File: src/rtl/ram_arbiter_if.sv
// Bus bundle between the three RAM requesters (IF, DM, HS), the arbiter and the RAM array.
// The slave modport is the arbiter's view; master is the requester/RAM side.
interface ram_arbiter_if #(
    parameter int ADDR_W = 12,
    parameter int DATA_W = 32
);
    logic              if_req;
    logic [ADDR_W-1:0] if_addr;
    logic              if_gnt;
    logic [DATA_W-1:0] if_rdata;
    logic              if_rvalid;

    logic              dm_req;
    logic              dm_we;
    logic [ADDR_W-1:0] dm_addr;
    logic [DATA_W-1:0] dm_wdata;
    logic              dm_gnt;
    logic [DATA_W-1:0] dm_rdata;
    logic              dm_rvalid;

    logic              hs_req;
    logic              hs_we;
    logic [ADDR_W-1:0] hs_addr;
    logic [DATA_W-1:0] hs_wdata;
    logic              hs_lock;
    logic              hs_gnt;
    logic [DATA_W-1:0] hs_rdata;
    logic              hs_rvalid;

    logic              mem_en;
    logic              mem_we;
    logic [ADDR_W-1:0] mem_addr;
    logic [DATA_W-1:0] mem_wdata;
    logic [DATA_W-1:0] mem_rdata;
    logic              busy;

    modport slave (
        input  if_req, if_addr,
        input  dm_req, dm_we, dm_addr, dm_wdata,
        input  hs_req, hs_we, hs_addr, hs_wdata, hs_lock,
        input  mem_rdata,
        output if_gnt, if_rdata, if_rvalid,
        output dm_gnt, dm_rdata, dm_rvalid,
        output hs_gnt, hs_rdata, hs_rvalid,
        output mem_en, mem_we, mem_addr, mem_wdata, busy
    );

    modport master (
        output if_req, if_addr,
        output dm_req, dm_we, dm_addr, dm_wdata,
        output hs_req, hs_we, hs_addr, hs_wdata, hs_lock,
        output mem_rdata,
        input  if_gnt, if_rdata, if_rvalid,
        input  dm_gnt, dm_rdata, dm_rvalid,
        input  hs_gnt, hs_rdata, hs_rvalid,
        input  mem_en, mem_we, mem_addr, mem_wdata, busy
    );
endinterface

File: src/rtl/ram_arbiter.sv
// Round-robin arbiter sharing one synchronous single-port RAM between fetch, data and host,
// with a registered command stage and tagged read-data return (accept -> rvalid in 2 edges).
//
// arbitration state | meaning
// last_gnt          | requester of the most recent accept; search starts at the next one
// lock_q            | last accept was HS with hs_lock set; HS keeps winning while lock held
module ram_arbiter #(
    parameter int ADDR_W = 12,
    parameter int DATA_W = 32
) (
    input  logic         clk,
    input  logic         rst_n,
    ram_arbiter_if.slave bus
);
    localparam logic [1:0] ID_IF = 2'd0;
    localparam logic [1:0] ID_DM = 2'd1;
    localparam logic [1:0] ID_HS = 2'd2;

    logic [1:0]        last_gnt;
    logic              lock_q;
    logic [3:0]        req4;
    logic [2:0]        gnt;
    logic [1:0]        win;
    logic [1:0]        p0, p1, p2;
    logic              any_req;
    logic              lock_win;
    logic              accept;

    logic              sel_we;
    logic [ADDR_W-1:0] sel_addr;
    logic [DATA_W-1:0] sel_wdata;

    logic              mem_en_q, mem_we_q;
    logic [ADDR_W-1:0] mem_addr_q;
    logic [DATA_W-1:0] mem_wdata_q;
    logic [1:0]        cmd_tag;
    logic              ret_pend;
    logic [1:0]        ret_tag;
    logic [2:0]        rvalid_q;
    logic [DATA_W-1:0] if_rdata_q, dm_rdata_q, hs_rdata_q;

    assign req4     = {1'b0, bus.hs_req, bus.dm_req, bus.if_req};
    assign lock_win = lock_q & bus.hs_req & bus.hs_lock;

    always_comb begin
        p0 = ID_IF;
        p1 = ID_DM;
        p2 = ID_HS;
        case (last_gnt)
            ID_IF:   begin p0 = ID_DM; p1 = ID_HS; p2 = ID_IF; end
            ID_DM:   begin p0 = ID_HS; p1 = ID_IF; p2 = ID_DM; end
            default: ;
        endcase
        win     = ID_IF;
        any_req = 1'b0;
        if (lock_win)      begin win = ID_HS; any_req = 1'b1; end
        else if (req4[p0]) begin win = p0;    any_req = 1'b1; end
        else if (req4[p1]) begin win = p1;    any_req = 1'b1; end
        else if (req4[p2]) begin win = p2;    any_req = 1'b1; end
        // grants are forced low while reset is asserted
        gnt = 3'b000;
        if (any_req && rst_n) begin
            case (win)
                ID_IF:   gnt[0] = 1'b1;
                ID_DM:   gnt[1] = 1'b1;
                default: gnt[2] = 1'b1;
            endcase
        end
    end

    assign accept = |gnt;

    always_comb begin
        sel_we    = 1'b0;
        sel_addr  = bus.if_addr;
        sel_wdata = '0;
        case (win)
            ID_DM:   begin sel_we = bus.dm_we; sel_addr = bus.dm_addr; sel_wdata = bus.dm_wdata; end
            ID_HS:   begin sel_we = bus.hs_we; sel_addr = bus.hs_addr; sel_wdata = bus.hs_wdata; end
            default: ;
        endcase
    end

    always_ff @(posedge clk or negedge rst_n) begin
        if (!rst_n) begin
            last_gnt    <= ID_HS;
            lock_q      <= 1'b0;
            mem_en_q    <= 1'b0;
            mem_we_q    <= 1'b0;
            mem_addr_q  <= '0;
            mem_wdata_q <= '0;
            cmd_tag     <= ID_IF;
            ret_pend    <= 1'b0;
            ret_tag     <= ID_IF;
            rvalid_q    <= 3'b000;
            if_rdata_q  <= '0;
            dm_rdata_q  <= '0;
            hs_rdata_q  <= '0;
        end else begin
            lock_q   <= accept && (win == ID_HS) && bus.hs_lock;
            mem_en_q <= accept;
            if (accept) begin
                last_gnt    <= win;
                mem_we_q    <= sel_we;
                mem_addr_q  <= sel_addr;
                mem_wdata_q <= sel_wdata;
                cmd_tag     <= win;
            end
            // RAM samples the command one edge later; its data is captured the edge after that
            ret_pend <= mem_en_q & ~mem_we_q;
            ret_tag  <= cmd_tag;
            rvalid_q <= 3'b000;
            if (ret_pend) begin
                case (ret_tag)
                    ID_IF:   begin rvalid_q[0] <= 1'b1; if_rdata_q <= bus.mem_rdata; end
                    ID_DM:   begin rvalid_q[1] <= 1'b1; dm_rdata_q <= bus.mem_rdata; end
                    default: begin rvalid_q[2] <= 1'b1; hs_rdata_q <= bus.mem_rdata; end
                endcase
            end
        end
    end

    assign bus.if_gnt    = gnt[0];
    assign bus.dm_gnt    = gnt[1];
    assign bus.hs_gnt    = gnt[2];
    assign bus.if_rvalid = rvalid_q[0];
    assign bus.dm_rvalid = rvalid_q[1];
    assign bus.hs_rvalid = rvalid_q[2];
    assign bus.if_rdata  = if_rdata_q;
    assign bus.dm_rdata  = dm_rdata_q;
    assign bus.hs_rdata  = hs_rdata_q;
    assign bus.mem_en    = mem_en_q;
    assign bus.mem_we    = mem_we_q;
    assign bus.mem_addr  = mem_addr_q;
    assign bus.mem_wdata = mem_wdata_q;
    assign bus.busy      = mem_en_q | ret_pend;
endmodule

File: src/flat_wrapper.sv
// flat-port wrapper written by rule: the top's interface ports become plain ports
module ram_arbiter_flat 
#(
    parameter int ADDR_W = 12,
    parameter int DATA_W = 32
)
  (clk, rst_n, bus_if_req, bus_if_addr, bus_dm_req, bus_dm_we, bus_dm_addr, bus_dm_wdata, bus_hs_req, bus_hs_we, bus_hs_addr, bus_hs_wdata, bus_hs_lock, bus_mem_rdata, bus_if_gnt, bus_if_rdata, bus_if_rvalid, bus_dm_gnt, bus_dm_rdata, bus_dm_rvalid, bus_hs_gnt, bus_hs_rdata, bus_hs_rvalid, bus_mem_en, bus_mem_we, bus_mem_addr, bus_mem_wdata, bus_busy);
  ram_arbiter_if #(.ADDR_W(ADDR_W), .DATA_W(DATA_W)) bus_i ();
  input  logic clk;
  input  logic rst_n;
  input wire logic [$bits(bus_i.if_req)-1:0] bus_if_req;
  input wire logic [$bits(bus_i.if_addr)-1:0] bus_if_addr;
  input wire logic [$bits(bus_i.dm_req)-1:0] bus_dm_req;
  input wire logic [$bits(bus_i.dm_we)-1:0] bus_dm_we;
  input wire logic [$bits(bus_i.dm_addr)-1:0] bus_dm_addr;
  input wire logic [$bits(bus_i.dm_wdata)-1:0] bus_dm_wdata;
  input wire logic [$bits(bus_i.hs_req)-1:0] bus_hs_req;
  input wire logic [$bits(bus_i.hs_we)-1:0] bus_hs_we;
  input wire logic [$bits(bus_i.hs_addr)-1:0] bus_hs_addr;
  input wire logic [$bits(bus_i.hs_wdata)-1:0] bus_hs_wdata;
  input wire logic [$bits(bus_i.hs_lock)-1:0] bus_hs_lock;
  input wire logic [$bits(bus_i.mem_rdata)-1:0] bus_mem_rdata;
  output wire logic [$bits(bus_i.if_gnt)-1:0] bus_if_gnt;
  output wire logic [$bits(bus_i.if_rdata)-1:0] bus_if_rdata;
  output wire logic [$bits(bus_i.if_rvalid)-1:0] bus_if_rvalid;
  output wire logic [$bits(bus_i.dm_gnt)-1:0] bus_dm_gnt;
  output wire logic [$bits(bus_i.dm_rdata)-1:0] bus_dm_rdata;
  output wire logic [$bits(bus_i.dm_rvalid)-1:0] bus_dm_rvalid;
  output wire logic [$bits(bus_i.hs_gnt)-1:0] bus_hs_gnt;
  output wire logic [$bits(bus_i.hs_rdata)-1:0] bus_hs_rdata;
  output wire logic [$bits(bus_i.hs_rvalid)-1:0] bus_hs_rvalid;
  output wire logic [$bits(bus_i.mem_en)-1:0] bus_mem_en;
  output wire logic [$bits(bus_i.mem_we)-1:0] bus_mem_we;
  output wire logic [$bits(bus_i.mem_addr)-1:0] bus_mem_addr;
  output wire logic [$bits(bus_i.mem_wdata)-1:0] bus_mem_wdata;
  output wire logic [$bits(bus_i.busy)-1:0] bus_busy;
  assign bus_i.if_req = bus_if_req;
  assign bus_i.if_addr = bus_if_addr;
  assign bus_i.dm_req = bus_dm_req;
  assign bus_i.dm_we = bus_dm_we;
  assign bus_i.dm_addr = bus_dm_addr;
  assign bus_i.dm_wdata = bus_dm_wdata;
  assign bus_i.hs_req = bus_hs_req;
  assign bus_i.hs_we = bus_hs_we;
  assign bus_i.hs_addr = bus_hs_addr;
  assign bus_i.hs_wdata = bus_hs_wdata;
  assign bus_i.hs_lock = bus_hs_lock;
  assign bus_i.mem_rdata = bus_mem_rdata;
  assign bus_if_gnt = bus_i.if_gnt;
  assign bus_if_rdata = bus_i.if_rdata;
  assign bus_if_rvalid = bus_i.if_rvalid;
  assign bus_dm_gnt = bus_i.dm_gnt;
  assign bus_dm_rdata = bus_i.dm_rdata;
  assign bus_dm_rvalid = bus_i.dm_rvalid;
  assign bus_hs_gnt = bus_i.hs_gnt;
  assign bus_hs_rdata = bus_i.hs_rdata;
  assign bus_hs_rvalid = bus_i.hs_rvalid;
  assign bus_mem_en = bus_i.mem_en;
  assign bus_mem_we = bus_i.mem_we;
  assign bus_mem_addr = bus_i.mem_addr;
  assign bus_mem_wdata = bus_i.mem_wdata;
  assign bus_busy = bus_i.busy;
  ram_arbiter #(.ADDR_W(ADDR_W), .DATA_W(DATA_W)) u_core (.clk(clk), .rst_n(rst_n), .bus(bus_i));
endmodule
File: config.mk
export PLATFORM = sky130hd
export DESIGN_NAME = ram_arbiter_flat
export DESIGN_NICKNAME = d
export VERILOG_FILES = /design/src/rtl/ram_arbiter_if.sv /design/src/rtl/ram_arbiter.sv /design/src/flat_wrapper.sv
export SDC_FILE = /design/constraint.sdc
export NUM_CORES = 1
export LEC_CHECK = 0
export CAP_MARGIN = 20
export CORE_MARGIN = 8
export CORE_UTILIZATION = 30
export DETAILED_ROUTE_END_ITERATION = 6
export PLACE_DENSITY_LB_ADDON = 0.15
export REMOVE_ABC_BUFFERS = 1
export SYNTH_ARGS = -nofsm -noshare
export SYNTH_HDL_FRONTEND = slang
export SYNTH_SLANG_ARGS = --single-unit
File: constraint.sdc
create_clock -name clk -period 4.8 [get_ports clk]
set_input_delay 1.44 -clock clk [delete_from_list [all_inputs] [get_ports clk]]
set_output_delay 1.44 -clock clk [all_outputs]
set_load 0.01 [all_outputs]
# Word level (Yosys, flattened, before mapping)
# Index checks and enable logic that the tools add are counted.
[op_classes] eq_ne=4 n_bitwise=6 mux=28 n_reduce_logical=12 n_lt_le_gt_ge=3
[ops] operator="case mux 32 bit (2 select lines)" count=1
[ops] operator="case mux 12 bit (2 select lines)" count=1
[ops] operator="two-way mux 1 bit" count=13
[ops] operator="case mux 2 bit (2 select lines)" count=3
[ops] operator="less-than comparator 2 x 3 -> 1 bit, second input constant" count=3
[ops] operator="two-way mux 2 bit" count=4
[ops] operator="binary-select mux 1 bit (select 2 bit)" count=3
[ops] operator="equality test 2 x 1 -> 1 bit, second input constant" count=3
[ops] operator="logical NOT 2 bit" count=3
[ops] operator="two-way mux 3 bit" count=2
[ops] operator="AND reduction 2 bit" count=3
[ops] operator="OR reduction 2 bit" count=2
[ops] operator="bitwise AND 1 bit" count=3
[ops] operator="logical AND 1 bit" count=3
[ops] operator="OR reduction 3 bit" count=1
[ops] operator="equality test 2 bit, second input constant" count=1
[ops] operator="inverter 1 bit" count=2
[ops] operator="case mux 1 bit (2 select lines)" count=1
[ops] operator="OR 1 bit" count=1
[totals] ff_bits=153

# Depth between registers and ports, before layout
# Gate-level depths: netlist (run 1).
[logic_depth] word_depth=15 mapped_depth=9 depth_no_buf=7

# Least setup slack after synthesis (run 1)
# Ideal clock, no wire load.
[synth_timing] kind="input-to-output" from="input bus_hs_lock" to="output bus_dm_gnt" cell_stages=7 slack_ps=434 t_required_ps=3360 arrival_ps=2926 path_cell_list="and2_1 o41a_1 inv_1 ha_1 buf_2 clkbuf_1 and2_1"
[synth_between] elab_chain_cells=5
[synth_lines] item="start: declaration" line="flat_wrapper.sv:21" source="input wire logic [$bits(bus_i.hs_lock)-1:0] bus_hs_lock;"
[synth_lines] item="bitwise AND 1 bit" line="ram_arbiter.sv:43" source="assign lock_win = lock_q & bus.hs_req & bus.hs_lock;"
[synth_lines] item="two-way mux 2 bit" line="ram_arbiter.sv:56" source="if (lock_win) begin win = ID_HS; any_req = 1'b1; end"
[synth_lines] item="named net u_core.win[1]" line="ram_arbiter.sv:23" source="logic [1:0] win;"
[synth_lines] item="equality test 2 x 1 -> 1 bit" line="ram_arbiter.sv:63" source="case (win)"
[synth_lines] item="two-way mux 1 bit" line="ram_arbiter.sv:63"
[synth_lines] item="two-way mux 3 bit" line="ram_arbiter.sv:62" source="if (any_req && rst_n) begin"
[synth_lines] item="end: declaration" line="flat_wrapper.sv:26" source="output wire logic [$bits(bus_i.dm_gnt)-1:0] bus_dm_gnt;"
# The timed path passes the listed nets, and every way through them passes these cells.

# Final worst setup path (run 1)
# Same ends and word-level chain as after synthesis.

==> impl_results.md, run 1 <==
* Worst EP arrival at 3140 ps
* Most frequently used flop master after synthesis: dfrtp_1
* Status: finished, final reports clean
* Critical R2R Launch: u_core.last_gnt[1]$_DFFE_PN1P_
* Reg2Reg Setup Slack at 2260 ps
* DRC at 0
* Cell taking the most area after synthesis: dfrtp_1
* Final Max Tran Viols at 0
* ANT cells at 0
* Max_cap viols at 0
* Die area at 0.0258 mm^2
* Min cycle time layout at 4580 ps
* Initial core utilization at 30.2%
* Yosys warns at 0
* Most frequent cells in the layout: clkdlybuf4s50_1 (284), dfrtp_1 (151), mux2_2 (95), nand2_1 (67), a22o_1 (36)
* Fin. Hold Viols at 0
* Fin crit share at 95.4%
* Iter 0 DRT Violations at 166
* Pwr dens at 510 mW/mm^2
* Detailed Place HPWL at 14.6 mm
* WHS Path Cells at 0
* Crit Path Category: input pin to output pin
* Hold crit path type: flop to flop
* Largest net degree at the start of global routing at 156
* Placed Instances at 1038
* CP required at 3360 ps
* CP Buf/Inv Count at 4
* H-tree levels at 4
* Worst Skew at 11.6 ps
* Core area at 0.0208 mm^2
* CTS tree: built
* Max stage delay on crit path at 440 ps
* RePlAce Congestion at 0.775
* Routed len/inst at 18.5 um
* Finish-stage setup viols at 0
* Syn_area_per_cell at 12.7 um^2
* RSZ-0062 raised after global routing: no
* Max VDD drop at 0.237 mV
* Synth top area share at 60.3%
* Fin util at 48.7%
* Main area contributors after synthesis: dfrtp_1 (60%), mux2_2 (17%), a22o_1 (5.0%), nand2_1 (4.0%), nand3_1 (2.7%)
* # port buffers at 288
* Commonest non-fill, non-tap cell in the layout: clkdlybuf4s50_1
* Hold buffer count at cts at 0
* Via count at 4999
* Via density at 4.67
* FMAX at 218 MHz
* # IOs at 289
* Slowest cell on the critical path: o41a_1
* Crit end category: output pin
* CP startpoint kind: input pin
* Root Buffer: clkbuf_16
* CP max FO at 2
* Number of synthesized flops with an enable pin at 0
* Layout cells sized above 1 at 19.2%
* CTS clock-pin slew for the worst setup and hold paths at 60 ps
* Power, Total at 0.00516 W
* Syn Std Cell Area at 0.00627 mm^2
* Clk sink count at 152
* FFs w/ async S/R, synth at 100%
* Final wirelength at 19.8 mm
* Die width at 161 um
* Overflow after GRT at 0
* WHS at 388 ps
* Area of the multi-input gates at 0.00231 mm^2
* Storage cell area at 0.00380 mm^2
* First-pass iteration count of the detailed router at 4
* Number of distinct library cells after synthesis at 27
* Layout fillers at 1854
* Post-layout net count at 925
* DIE HEIGHT at 161 um
* Clk buf depth at 2
* Mapped Cells at 492
* Layout Cells excl Fill at 1070
* Initial antenna violation count at 0
* Worst path cell trace: clkdlybuf4s50_1 > and2_1 > o41a_1 > inv_1 > ha_1 > buf_4 > and2_1 > buf_4
* Rel. slew slack at 39.6%
* Least-Margin Pin Slew at 907 ps
* First-pass GRT wire length at 31.4 mm
* Vias in the first global route at 5511
* Site Rows at 53
* Synth-to-Final Area Change at 61.4%
* Total setup buffers inserted after CTS at 0
* Critical path's top delay family: buffers and inverters
* Gr usage total at 15.4%
* TritonCTS Buffers at 17
* Reg2Reg Depth at 9
* Min-delay src: u_core.cmd_tag[1]$_DFFE_PN0P_
* Hold Path Sink: u_core.ret_tag[1]$_DFF_PN0_
* FF-to-FF End: u_core.bus.mem_addr[7]$_DFFE_PN0P_
* Leakage power at 4.42 nW
* Synth Register Bits at 152
* Post-synthesis sequential area ratio at 60.7%
* Post-route ant nets at 0
* Clk_lat worst skew at 420 ps
-- Yosys cell counts (3+ instances only) --
master,instances
a21o_1,12
inv_1,3
clkbuf_1,12
buf_1,5
and2_1,3
a22o_1,36
dfrtp_1,151
nand3_1,34
and3_1,3
nor2_1,14
ha_1,3
mux2_2,95
a22oi_1,12
nand2_1,67
a211oi_1,12
buf_2,17
-- metal layers --
metal,vias to the layer above,routed length [um],global-route usage (%)
li1,2329,-,-
met1,2425,8330,18.2
met2,231,9150,24.5
met3,14,2070,7.32
met4,0,226,4.33
met5,-,0,0
-- logic make-up (layout without fill, tap and decap cells) --
group / count (synthesis) / count (layout) / share of synthesized area [%]
simple gates: 127 / 127 / 8.86
fa+ha+maj: 3 / 3 / 0.599
mux: 96 / 96 / 17.2
compound gates: 76 / 76 / 10.0
flops: 152 / 152 / 60.7
buf+inv: 38 / 341 / 2.61
-- final cells by class --
class,instances,area share (%)
flip-flops and latches,152,37.6
repair buffers,305,29.9
multi-input cells,302,22.9
clock buffers,17,4.20
well taps,275,3.40
clock inverters,15,1.89
inverters,4,0.148
-- how the worst max path moves through the flow --
stage	end	startpoint	cells after the start
after detailed placement	bus_hs_gnt	bus_hs_lock	7
final	bus_dm_gnt	bus_hs_lock	8
after global placement	bus_hs_gnt	bus_hs_lock	7
after floorplan	bus_dm_gnt	bus_dm_req	3
after global routing	bus_dm_gnt	bus_hs_lock	8
after CTS	bus_hs_gnt	bus_hs_lock	7
-- timing repair --
action,CTS,global route
cloned,0,0
pin swaps,0,0
resized for setup,2,3
setup endpoints to repair,2,1
-- where the power goes --
group | internal (W) | switching (W)
clock | 0.000830 | 0.000562
combinational | 0.00113 | 0.000723
sequential | 0.00169 | 0.000223
-- flip-flops by register name, indices dropped and copies added (netlist names), 2 cells and up --
register,flops
u_core.ret_tag,2
u_core.bus.dm_rdata,32
u_core.bus.mem_wdata,32
u_core.cmd_tag,2
u_core.rvalid_q,3
u_core.bus.hs_rdata,32
u_core.bus.mem_addr,12
u_core.bus.if_rdata,32
-- metrics by stage --
step / setup slack (ps) / area, um^2 / setup TNS [ps]
after detailed placement: -90.9 / 9500 / -118
after global routing: 105 / 10100 / 0
after global placement: -4.62 / 9500 / -4.62
final: 222 / 10100 / 0
after floorplan: -200 / 6120 / -399
after CTS: 2.43 / 10100 / 0
-- worst reg2reg max path, cell delays in order (launching register included) --
cell	delay (ps)
dfstp_2	580
nor2b_1	90
o41a_1	420
inv_1	90
ha_1	190
buf_4	140
buf_4	410
a22oi_1	180
a211oi_1	280
a21o_1	120
No activity file was read; power rests on OpenSTA's default activity.
==> run 2: changes to the inputs <==
--- a/config.mk
+++ b/config.mk
@@ -9,6 +9,7 @@
 export CORE_MARGIN = 8
 export CORE_UTILIZATION = 30
 export DETAILED_ROUTE_END_ITERATION = 6
+export GPL_TIMING_DRIVEN = 0
 export PLACE_DENSITY_LB_ADDON = 0.15
 export REMOVE_ABC_BUFFERS = 1
 export SYNTH_ARGS = -nofsm -noshare
==> impl_results.md, run 2 (same netlist as run 1, synthesis figures left out) <==
* FMAX at 214 MHz (-2.1%)
* Reg2Reg Depth at 6 (-3)
* Max_cap viols at 0 (unchanged)
* Overflow after GRT at 0 (unchanged)
* Layout cells sized above 1 at 19.2% (-0.078 points)
* Global Route met3 Usage at 7.32% (unchanged)
* Fin. Hold Viols at 0 (unchanged)
* RSZ-0062 raised after global routing: no
* TritonCTS Buffers at 17 (unchanged)
* Final wirelength at 20.0 mm (+1.3%)
* Gr usage total at 15.6% (+0.25 points)
* Place WS at -968 ps (-877 ps)
* Leakage power at 4.46 nW (+1.0%)
* Initial core utilization at 30.2% (unchanged)
* DIE HEIGHT at 161 um (unchanged)
* RePlAce Congestion at 0.752 (-2.9%)
* Rel. slew slack at 40.6% (+1.0 points)
* Via count at 5042 (+0.86%)
* Hold buffer count at cts at 0 (unchanged)
* Crit Path Category: input pin to output pin
* Routed len/inst at 18.8 um (+1.5%)
* Hold crit path type: flop to flop
* DRC at 0 (unchanged)
* Storage cell area at 0.00380 mm^2 (unchanged)
* Worst EP arrival at 3240 ps (+100 ps)
* Worst Skew at 7.09 ps (-4.52 ps)
* Clk buf depth at 2 (unchanged)
* CP required at 3360 ps (about the same)
* H-tree levels at 4 (unchanged)
* Power, Total at 0.00518 W (+0.44%)
* CTS clock-pin slew for the worst setup and hold paths at 60 ps (about the same)
* Post-route ant nets at 0 (unchanged)
* Clk_lat worst skew at 420 ps (about the same)
* First-pass GRT wire length at 31.8 mm (+1.4%)
* Detailed Place HPWL at 14.6 mm (+0.10%)
* Setup slack after layout at 125 ps (-97.0 ps)
* Status: finished, final reports clean
* Fin crit share at 97.4% (+2.0 points)
* Commonest non-fill, non-tap cell in the layout: clkdlybuf4s50_1
* WHS at 389 ps (+0.753 ps)
* CTS tree: built
* Core area at 0.0208 mm^2 (unchanged)
* Root Buffer: clkbuf_16
* Grt met1 use at 18.0% (-0.22 points)
* # port buffers at 288 (unchanged)
* Crit end category: output pin
* Clk sink count at 152 (unchanged)
* Area of the multi-input gates at 0.00233 mm^2 (+0.59%)
* Site Rows at 53 (unchanged)
* Via density at 4.72 (+1.0%)
* CP max FO at 4 (+2)
* Initial antenna violation count at 0 (unchanged)
* First-pass iteration count of the detailed router at 4 (unchanged)
* Least-Margin Pin Slew at 892 ps (-15.1 ps)
* Vias in the first global route at 5676 (+3.0%)
* Most Crowded Layer GR: met2
* Final Max Tran Viols at 0 (unchanged)
* Layout fillers at 1830 (-1.3%)
* Synth-to-Final Area Change at 64.0%
* Most frequent cells in the layout: clkdlybuf4s50_1 (281), dfrtp_1 (151), mux2_2 (95), nand2_1 (66), a22o_1 (36)
* Pwr dens at 504 mW/mm^2 (-1.2%)
* Largest net degree at the start of global routing at 80 (-49%)
* Min cycle time layout at 4680 ps (+97.0 ps)
* Max VDD drop at 0.182 mV (-23%)
* # IOs at 289 (unchanged)
* CP startpoint kind: input pin
* ANT cells at 0 (unchanged)
* Die width at 161 um (unchanged)
* Finish-stage setup viols at 0 (unchanged)
* Die area at 0.0258 mm^2 (unchanged)
* Iter 0 DRT Violations at 155 (-6.6%)
* WHS Path Cells at 0 (unchanged)
* GR Layer Usage met2 at 25.1% (+0.52 points)
* Post-layout net count at 923 (-0.22%)
* Fin util at 49.6% (+0.80 points)
run 2: changes by cell type in the layout (fill, tap and decap cells not counted), moves of 2 or more:
| cell | change |
|---|---|
| buf_4 | -13 |
| buf_16 | +6 |
| dlygate4sd2_1 | +4 |
| buf_12 | +3 |
| clkdlybuf4s50_1 | -3 |
| ha_1 | -2 |
| inv_8 | -2 |
| o21ai_0 | +2 |
run 2: critical path, stage by stage:
cell and delay [ps]:
clkdlybuf4s50_1 480, and2_1 150, o21ai_0 140, and3_1 250
ha_4 200, buf_4 130, nor3_1 170, clkdlybuf4s15_1 270
run 2: worst paths after layout:
kind	startpoint	endpoint	slack, ps
max	bus_hs_lock	bus_hs_gnt	120
min	u_core.cmd_tag[1]$_DFFE_PN0P_	u_core.ret_tag[1]$_DFF_PN0_	390
max reg2reg	u_core.last_gnt[1]$_DFFE_PN1P_	u_core.bus.mem_addr[11]$_DFFE_PN0P_	2470
min reg2reg	u_core.cmd_tag[1]$_DFFE_PN0P_	u_core.ret_tag[1]$_DFF_PN0_	390
max in group asynchronous	rst_n	u_core.bus.mem_wdata[29]$_DFFE_PN0P_	3140
min in group asynchronous	rst_n	u_core.bus.if_rdata[2]$_DFFE_PN0P_	930
run 2: per-stage QoR:
step                instances  setup TNS [ps]  area (um^2)
global route             1068               0        10300
detailed placement       1030           -2680         9590
floorplan                 458            -399         6120
CTS                      1068               0        10300
global placement         1021         -944600         9350
finish                   1068               0        10300
run 2: per-layer routing:
| metal | share of wire [%] | wire length, um |
|---|---|---|
| met2 | 46 | 9300 |
| met1 | 41 | 8280 |
| met3 | 10 | 2080 |
| met4 | 1.9 | 378 |
| met5 | 0 | 0 |
run 2: layout make-up:
cell class / instances / area share, %
sequential: 152 / 37.0
clock buffer: 19 / 4.31
clock inverter: 13 / 1.64
inverter: 4 / 0.268
timing repair buffer: 303 / 30.8
tap: 275 / 3.35
multi-input combinational: 302 / 22.6
run 2: power by group:
part | switching (W) | total, W | internal, W
Clock | 0.000537 | 0.00138 | 0.000838
Sequential | 0.000214 | 0.00190 | 0.00169
Combinational | 0.000741 | 0.00190 | 0.00116
run 2: timing repair:
action / 4_1_cts / 5_1_grt
gates resized for setup: 14 / 1
endpoints found under the setup margin: 3 / 1
setup buffers: 7 / 0
pin swaps: 2 / 0
==> run 3: changes to the inputs <==
--- a/config.mk
+++ b/config.mk
@@ -8,6 +8,7 @@
 export CAP_MARGIN = 20
 export CORE_MARGIN = 8
 export CORE_UTILIZATION = 30
+export CTS_CLUSTER_DIAMETER = 100
 export DETAILED_ROUTE_END_ITERATION = 6
 export GPL_TIMING_DRIVEN = 0
 export PLACE_DENSITY_LB_ADDON = 0.15
==> results of run 3 <==
Same layout as run 2: the final DEF is identical, and so are final timing and power.
==> RTL edit (config.mk and constraints of run 3) <==
Make the reset (`rst_n`) synchronous in one clocked block.
--- a/src/rtl/ram_arbiter.sv
+++ b/src/rtl/ram_arbiter.sv
@@ -81,7 +81,7 @@
         endcase
     end
 
-    always_ff @(posedge clk or negedge rst_n) begin
+    always_ff @(posedge clk) begin
         if (!rst_n) begin
             last_gnt    <= ID_HS;
             lock_q      <= 1'b0;
Formal check against the unedited RTL: differs if rst_n is asserted again (counterexample within 4 cycles, from zero or initial values and one cycle with rst_n low); with rst_n held inactive, the same outputs for 4 cycles.
==> RTL edit against run 3 <==
  * Final area decreased by 5.3%
  * Setup slack worse by 0.035 ns
  * Sequential cell count unchanged
  * Largest cell class is now non-clock buffers
  * Wire length is 7.9% higher
  * Critical path type unchanged
  * Critical path depth is 2 lower
  * Synthesized area fell by 5.2%
Power is not compared: it rests on default switching activity, and its combinational part moved more than twofold at a synthesized area within 25%.
==> RTL edit: results (changes against run 3) <==
- **worst IR drop on VDD** 228 uV
- **Max Cap Viol** 0, unchanged
- **result of the run** finished clean, unchanged
- **mux cell area share after synthesis** 0%, was 17.2%
- **parity-gate share of the synthesized area counting xor and xnor cells** 0%, unchanged
- **Avg WL per Cell** 17.6 um, was 18.8 um
- **total placed cells including tap cells** 1191, was 1030
- **global-route wire length before repair** 33.5 mm, was 31.8 mm
- **cell types with the highest counts after synthesis** 227 x nand2_1, 152 x dfxtp_1, 90 x a21boi_0, was 151 x dfrtp_1, 95 x mux2_2, 67 x nand2_1
- **total clock buffers created by CTS** 17, unchanged
- **crit-path max cell delay** 0.56 ns, was 0.48 ns
- **Clock transition at path regs** 0.06 ns, about the same
- **GRT Overall Usage** 17.6%, was 15.6%
- **clock network latency to the later pin of the worst-skew pair** 0.43 ns
- **half-perimeter wire length after placement** 15.3 mm, was 14.6 mm
- **crit path DAT** 3.27 ns, was 3.24 ns
- **diodes inserted** 0, unchanged
- **post-detailed-routing wire length** 21.6 mm, was 20.0 mm
- **number of distinct library cell variants in the gate-level netlist after synthesis** 34, was 27
- **P_leak** 3.37 nW
- **Max Slew Vio Count** 0, unchanged
- **clock skew** 0.0122 ns, was 0.00709 ns
- **pre-CTS worst setup slack** -0.983 ns, was -0.968 ns
- **via count of the first global-routing pass** 5821, was 5676
- **adder-cell area share of the yosys netlist** 0.632%, was 0.599%
- **post-synthesis compound-gate area fraction** 24.6%, was 10.0%
- **routability congestion estimate from global placement** 0.780, was 0.752
- **detailed-route via count** 5692, was 5042
- **root buffer selected by CTS** clkbuf_16, unchanged
- **FFs w/ async S/R, synth** 0%, was 100%
- **Max Root-Sink Buffers** 2, unchanged
- **top post-synthesis cells by area** dfxtp_1 51%, nand2_1 14%, a21boi_0 11%, was dfrtp_1 60%, mux2_2 17%, a22o_1 5.0%
- **TritonRoute pass-1 iters** 4, unchanged
- **total cell area at the placement stage** 9010 um^2, was 9590 um^2
- **Slowest-stage cell, CP** clkdlybuf4s50_1, unchanged
- **Post-layout nets** 1092, was 923
- **highest net fanout along the worst path** 4, unchanged
- **initial antenna violation count** 0, unchanged
- **DRC violation total after the first TritonRoute iteration** 222, was 155
- **Ys Warns** 0, unchanged
- **sequential-to-total area share from yosys stat** 51.2%, was 60.7%
- **Synth Instances** 687, was 492
- **crit-path leading delay family** buffers and inverters, unchanged
- **CTS H-Tree Depth** 4, unchanged
- **Final Hold Fails** 0, unchanged
- **total of buffers placed on input and output ports** 288, unchanged
- **pin count of the biggest net entering global routing** 108, was 80
- **transition time of the tightest slew-check pin** 0.883 ns, was 0.892 ns
- **Tightest Hold Check Type** register to register, unchanged
- **share of layout cells above drive strength 1** 6.87%, was 19.2%
## RTL edit: what timing repair did
item / CTS / global route
cloned: 0 / 0
gates resized for setup: 9 / 2
pin swaps: 1 / 0
setup buffers: 4 / 0
endpoints found under the hold margin: 0 / 0
setup endpoints to repair: 3 / 2
## RTL edit: cells by family after synthesis
family | Yosys count
fa+ha+maj | 3
compound gates | 207
buf+inv | 56
flops | 152
simple gates | 269
## RTL edit: path summary, 6_finish.rpt
check                           slack [ns]  depth (start not counted)                       end                      from
worst max register to register        2.14                          6  u_core.bus.mem_wdata[22]         u_core.cmd_tag[0]
worst min register to register        0.45                          2  u_core.bus.mem_wdata[24]  u_core.bus.mem_wdata[24]
worst max-delay path                  0.09                          6                bus_if_gnt               bus_hs_lock
worst min-delay path                  0.45                          2  u_core.bus.mem_wdata[24]  u_core.bus.mem_wdata[24]
## RTL edit: worst register-to-register path: stages, from the launching register on
cell and delay [ns]:
dfxtp_1 0.39, nand2b_1 0.14, a22oi_2 0.08, or2b_1 0.29
ha_1 0.80, nand2_2 0.56, o21ai_0 0.31
## RTL edit: report_power, final
part	leakage (nW)	switching, mW	total [mW]	internal, mW
logic	1.82	0.185	0.431	0.246
clock network	0.310	0.554	1.50	0.941
registers	1.23	0.0249	1.33	1.30
## RTL edit: per-layer routing
metal	track usage, %	vias up	part of all wire [%]
li1	-	2840	-
met1	20.7	2598	43
met2	27.8	234	44
met3	8.41	20	11
met4	5.81	0	1.6
met5	0	-	0
## RTL edit: cell type report
cell class / instances / area (um^2)
flip-flops and latches: 152 / 3040
clock inverters: 13 / 216
well taps: 265 / 332
fillers: 1886 / 9730
clock buffers: 18 / 439
multi-input cells: 479 / 2640
repair buffers: 299 / 3070
